<file path="config.mk">
export PLATFORM = sky130hd
export DESIGN_NAME = exec_control
export DESIGN_NICKNAME = d
export VERILOG_FILES = /design/src/rtl/exec_control.sv
export SDC_FILE = /design/constraint.sdc
export NUM_CORES = 1
export LEC_CHECK = 0
export ABC_CLOCK_PERIOD_IN_PS = 3300
export CORE_MARGIN = 5
export CORE_UTILIZATION = 40
export CTS_CLUSTER_SIZE = 28
export DETAILED_ROUTE_END_ITERATION = 6
export DONT_BUFFER_PORTS = 1
export GPL_ROUTABILITY_DRIVEN = 0
export MAX_ROUTING_LAYER = met4
export PLACE_DENSITY = 0.54
export SYNTH_ARGS = -nofsm -noshare
export SYNTH_HDL_FRONTEND = slang
export SYNTH_SLANG_ARGS = --single-unit
</file>
<file path="constraint.sdc">
create_clock -name i_clk -period 3.3 [get_ports i_clk]
set_input_delay 0.99 -clock i_clk [delete_from_list [all_inputs] [get_ports i_clk]]
set_output_delay 0.99 -clock i_clk [all_outputs]
set_load 0.01 [all_outputs]
</file>
<file path="src/rtl/exec_control.sv">
// exec_control: multi-cycle execute/writeback sequencer.
// Sits directly after the fetch stage. It latches the fetched instruction,
// owns the four-entry register file, drives ALU operands, data-RAM
// write/address/data and PC increment/load strobes, and writes ALU results
// and RAM read data back into the register file.
//
// Instruction format: [15:12] opcode, [11:10] hi register, [9:8] lo register,
// [7:0] constant (RAM address or jump target).
// DATA_ADDR_WIDTH must not exceed 8 because the RAM address comes from the
// 8-bit constant field.
module exec_control #(
  parameter int INST_ADDR_WIDTH = 8,
  parameter int DATA_ADDR_WIDTH = 8
) (
  input  logic                       i_clk,
  input  logic                       i_rst,
  input  logic                       i_en,
  input  logic [15:0]                i_inst,
  input  logic [15:0]                i_alu_out,
  input  logic [15:0]                i_ram_data,
  output logic [15:0]                o_data1,
  output logic [15:0]                o_data2,
  output logic                       o_inc_pc,
  output logic                       o_load_pc,
  output logic [INST_ADDR_WIDTH-1:0] o_pc_addr,
  output logic                       o_ram_load,
  output logic [DATA_ADDR_WIDTH-1:0] o_ram_addr,
  output logic [15:0]                o_ram_data,
  output logic                       o_halted
);

  typedef enum logic [1:0] {
    STATE_FETCH = 2'd0,
    STATE_EXEC  = 2'd1,
    STATE_MEM   = 2'd2,
    STATE_HALT  = 2'd3
  } state_e;

  localparam logic [3:0] OP_LOAD  = 4'h8;
  localparam logic [3:0] OP_STORE = 4'h9;
  localparam logic [3:0] OP_JMP   = 4'hA;
  localparam logic [3:0] OP_JZ    = 4'hB;
  localparam logic [3:0] OP_HALT  = 4'hF;

  state_e      state_q, state_d;
  logic [15:0] ir_q, ir_d;
  logic [15:0] regs_q [4];

  logic [3:0]  opcode;
  logic [1:0]  hiSel;
  logic [1:0]  loSel;
  logic        isAluOp;
  logic        hiIsZero;

  logic        regWe;
  logic [15:0] regWdata;
  logic        incPc;
  logic        loadPc;
  logic        ramLoad;

  // Instruction field decode; everything downstream works from the latched IR.
  assign opcode   = ir_q[15:12];
  assign hiSel    = ir_q[11:10];
  assign loSel    = ir_q[9:8];
  assign isAluOp  = ~opcode[3];
  assign hiIsZero = (regs_q[hiSel] == 16'h0000);

  // Operands are read combinationally, so a writeback is visible to the very
  // next instruction's EXEC without any forwarding path.
  assign o_data1    = regs_q[hiSel];
  assign o_data2    = regs_q[loSel];
  assign o_ram_data = regs_q[hiSel];

  // Address outputs simply truncate the constant; PC wrap belongs to fetch.
  assign o_pc_addr  = ir_q[INST_ADDR_WIDTH-1:0];
  assign o_ram_addr = ir_q[DATA_ADDR_WIDTH-1:0];

  assign o_inc_pc   = incPc;
  assign o_load_pc  = loadPc;
  assign o_ram_load = ramLoad;
  assign o_halted   = (state_q == STATE_HALT);

  // Next-state, IR capture, writeback select and strobes; a low enable freezes
  // everything and suppresses strobes so a resumed state fires them exactly once.
  always_comb begin
    state_d  = state_q;
    ir_d     = ir_q;
    regWe    = 1'b0;
    regWdata = i_alu_out;
    incPc    = 1'b0;
    loadPc   = 1'b0;
    ramLoad  = 1'b0;

    if (i_en) begin
      case (state_q)
        STATE_FETCH: begin
          ir_d    = i_inst;
          state_d = STATE_EXEC;
        end

        STATE_EXEC: begin
          state_d = STATE_FETCH;
          if (isAluOp) begin
            regWe    = 1'b1;
            regWdata = i_alu_out;
            incPc    = 1'b1;
          end else begin
            case (opcode)
              OP_LOAD: begin
                incPc   = 1'b1;
                state_d = STATE_MEM;
              end
              OP_STORE: begin
                ramLoad = 1'b1;
                incPc   = 1'b1;
              end
              OP_JMP: begin
                loadPc = 1'b1;
              end
              OP_JZ: begin
                if (hiIsZero) begin
                  loadPc = 1'b1;
                end else begin
                  incPc = 1'b1;
                end
              end
              OP_HALT: begin
                state_d = STATE_HALT;
              end
              default: begin
                incPc = 1'b1;
              end
            endcase
          end
        end

        STATE_MEM: begin
          regWe    = 1'b1;
          regWdata = i_ram_data;
          state_d  = STATE_FETCH;
        end

        STATE_HALT: begin
          state_d = STATE_HALT;
        end

        default: begin
          state_d = STATE_FETCH;
        end
      endcase
    end
  end

  // FSM state and instruction register; reset lands in FETCH with a zero IR.
  always_ff @(posedge i_clk or posedge i_rst) begin
    if (i_rst) begin
      state_q <= STATE_FETCH;
      ir_q    <= 16'h0000;
    end else begin
      state_q <= state_d;
      ir_q    <= ir_d;
    end
  end

  // Register file: one write port, always targeting reg[hi].
  always_ff @(posedge i_clk or posedge i_rst) begin
    if (i_rst) begin
      for (int k = 0; k < 4; k++) begin
        regs_q[k] <= 16'h0000;
      end
    end else if (regWe) begin
      regs_q[hiSel] <= regWdata;
    end
  end

endmodule

</file>
==> metrics.md <==
| Metric | Value |
|---|---|
| Status | finished, violations left |
| Failing checks | setup timing |
| Clock transition at path regs | 80 ps |
| Max Cap Viol | 0 |
| Design area | 4790 sq um |
| Routed vias/inst | 5.60 |
| Ys Warns | 0 |
| Nets@finish | 418 |
| Die Span Y | 114 microns |
| Worst Path Arrival | 2360 ps |
| FP Rows | 37 |
| I/O Buffers | 0 |
| Maximum vdd drop | 0.371 mV |
| Synth-to-Final Area Change | 11.7% |
| Max incr delay on CP | 540 ps |
| Util after Layout | 46.0% |
| Fin crit share | 102% |
| Worst hold slack | 513 ps |
| Critical path cell sequence | buf_12 > buf_6 > mux4_2 > nor4_4 > and4_4 > o2111a_2 |
| Switch Pwr | 0.00212 W |
| Clock Sinks | 82 |
| N_diodes | 0 |
| Die area | 12900 sq um |
| Area of the core | 10400 sq um |
| Hold Vio Cnt, Final | 0 |
| First-pass GRT wire length | 16400 microns |
| Die width | 114 microns |
| Worst setup margin | -52.8 ps |
| DP Area | 4370 sq um |
| Min cycle time layout | 3350 ps |
| Fmax | 298 MHz |
| Yosys cell types | 29 |
| Mapped Area | 4290 sq um |
| H-tree depth | 3 |
| Leak | 2.14 nW |
| Critical path type | register to output pin |
| Syn_nets | 427 |
| Final ANT Viol Nets | 0 |
| Switching share of power | 39.9% |
| CP endpoint kind | output pin |
| CP Max Fanout | 7 |
| Total track usage | 17.1% |
| Synth Instances | 371 |
| Reg2Reg Setup Slack | 1090 ps |
| Routed vias | 2816 |
| Pre-antenna DRT Iters | 4 |
| Setup TNS | -72.3 ps |
| Clk_lat worst skew | 350 ps |
| Int Pwr | 0.00319 W |
| RSZ-0062 raised after global routing | yes |
| Post-CTS Hold Fix Bufs | 0 |
| Root Buffer | clkbuf_8 |
| Slowest-stage cell, CP | mux4_2 |
| Vias in the first global route | 2864 |
| Initial cell density of the core | 41.2% |
| IO Pins | 119 |
| Mean Syn Cell Area | 11.6 sq um |
| Placement Setup Slack | 102 ps |
| Largest net degree at the start of global routing | 48 |
| Synthesis-stage register bit count | 82 |
| Sequential-to-total area share from yosys stat | 47.8% |
| Startpoint Class | register |
| Comb pwr share | 48.6% |
| Tightest Hold Check Type | register to register |
| HPWL after DPL | 7220 microns |
| DRT Wirelength | 10500 microns |
| DRC Markers | 0 |
| Slew @ Worst Pin | 700 ps |
| Relative max-transition margin | 53.2% |
| Skew final | 9.75 ps |
| Number of buffers created by CTS | 9 |
| Setup violations, final | 2 |
| DRT iter0 DRCs | 121 |
| Share of power burned in registers | 34.7% |
| CTS max path bufs | 2 |
| Remaining Overflow, GRT | 0 |
| Clk pwr share | 16.7% |
| DR WL/cell | 20.9 microns |
| Critical Path RT | 2310 ps |
| Pwr dens | 1110 nW/um^2 |
| Final slew viol count | 0 |
| CTS tree | yes |
| Share of cells above drive strength 1 | 26.2% |
| Initial antenna violation count | 0 |
## cell families (layout without fill, tap and decap cells)
group,after synthesis,after routing,share of synthesized area (%)
AOI/OAI and AO/OA,75,75,9.45
adders and majority gates,5,5,1.46
buffers and inverters,61,57,8.46
and+or+nand+nor,84,84,8.08
muxes,64,64,24.7
DFF,82,82,47.8
## per-stage QoR
step | std cells | power [W]
after global placement | 479 | 0.00407
after global routing | 503 | 0.00564
final | 503 | 0.00531
after detailed placement | 479 | 0.00413
after CTS | 501 | 0.00528
after floorplan | 371 | 0.00373
## sequential cells by signal (all words and copies together), names as in the netlist
register  flops
regs_q       64
state_q       2
ir_q         16
## cells in the final DEF, fill, tap and decap left out, drive strengths merged
master	count
o21ai	49
bufinv	3
mux2	16
clkinv	1
nor2	18
o22ai	2
o31ai	1
clkinvlp	2
clkbuf	10
nand2	54
mux2i	16
and2	1
nor3b	1
o2111a	2
inv	6
buf	35
mux4	32
a31oi	1
nand3	2
or3	1
nor4	4
nand2b	1
dfrtp	82
and4	1
ha	5
nor2b	1
o2111ai	3
a21oi	17
## power groups by stage
stage	logic, W	clock network [W]	registers [W]
after floorplan	0.00205	0	0.00168
after global placement	0.00223	0	0.00184
after detailed placement	0.00228	0	0.00185
after CTS	0.00254	0.000911	0.00183
after global routing	0.00279	0.000944	0.00190
final	0.00258	0.000889	0.00184
## critical path: cells and delay by family (launching register included)
kind	cells	cell delay, ps
simple gates	2	600
compound gates	1	220
mux	1	540
flops	1	400
buf+inv	2	250
## final timing paths
| path | startpoint | end | depth (start not counted) |
|---|---|---|---|
| worst max-delay path | ir_q[10] | o_load_pc | 6 |
| worst min-delay path | regs_q[31] | regs_q[31] | 2 |
| worst max register to register | state_q[1] | regs_q[38] | 7 |
| worst min register to register | regs_q[31] | regs_q[31] | 2 |
| max in group asynchronous | i_rst | regs_q[31] | 2 |
| min in group asynchronous | i_rst | ir_q[7] | 1 |
## routing by layer
layer  track usage [%]  wire length (microns)  up-vias
met5                 -                      0        -
li1                  -                      -     1288
met2              26.5                   5150       87
met3              4.72                    700       15
met1              22.0                   4540     1426
met4              5.37                    126        0
## layout make-up
| cell class | instances | area, sq um |
|---|---|---|
| tap | 136 | 170 |
| clock buffer | 10 | 128 |
| timing repair buffer | 35 | 332 |
| inverter | 6 | 23.8 |
| clock inverter | 6 | 114 |
| sequential | 82 | 2050 |
| multi-input combinational | 228 | 1970 |
| fill | 957 | 5620 |
## cells in the mapped netlist (all sizes together)
cell type | n | share of area, %
or3 | 1 | 0.15
mux4 | 32 | 17
buf | 38 | 6.4
nor4 | 4 | 0.58
nor2b | 1 | 0.15
mux2i | 16 | 3.7
nor3b | 1 | 0.18
dfrtp | 82 | 48
o2111ai | 3 | 0.61
and2 | 1 | 0.15
nand3 | 2 | 0.23
ha | 5 | 1.5
o22ai | 2 | 0.29
a21oi | 17 | 2.0
o2111a | 2 | 0.52
mux2 | 16 | 4.2
a31oi | 1 | 0.15
inv | 6 | 0.52
o31ai | 1 | 0.18
o21ai | 49 | 5.7
clkbuf | 17 | 1.5
nor2 | 18 | 1.6
nand2 | 54 | 4.7
and4 | 1 | 0.20
nand2b | 1 | 0.15
## repair_timing
item / in CTS / in global routing
buffers inserted: 5 / 2
gates cloned: 1 / 0
pin swaps: 6 / 3
endpoints found under the setup margin: 2 / 2
gates resized for setup: 12 / 5
Note: power is estimated with default switching activity, not from simulation.
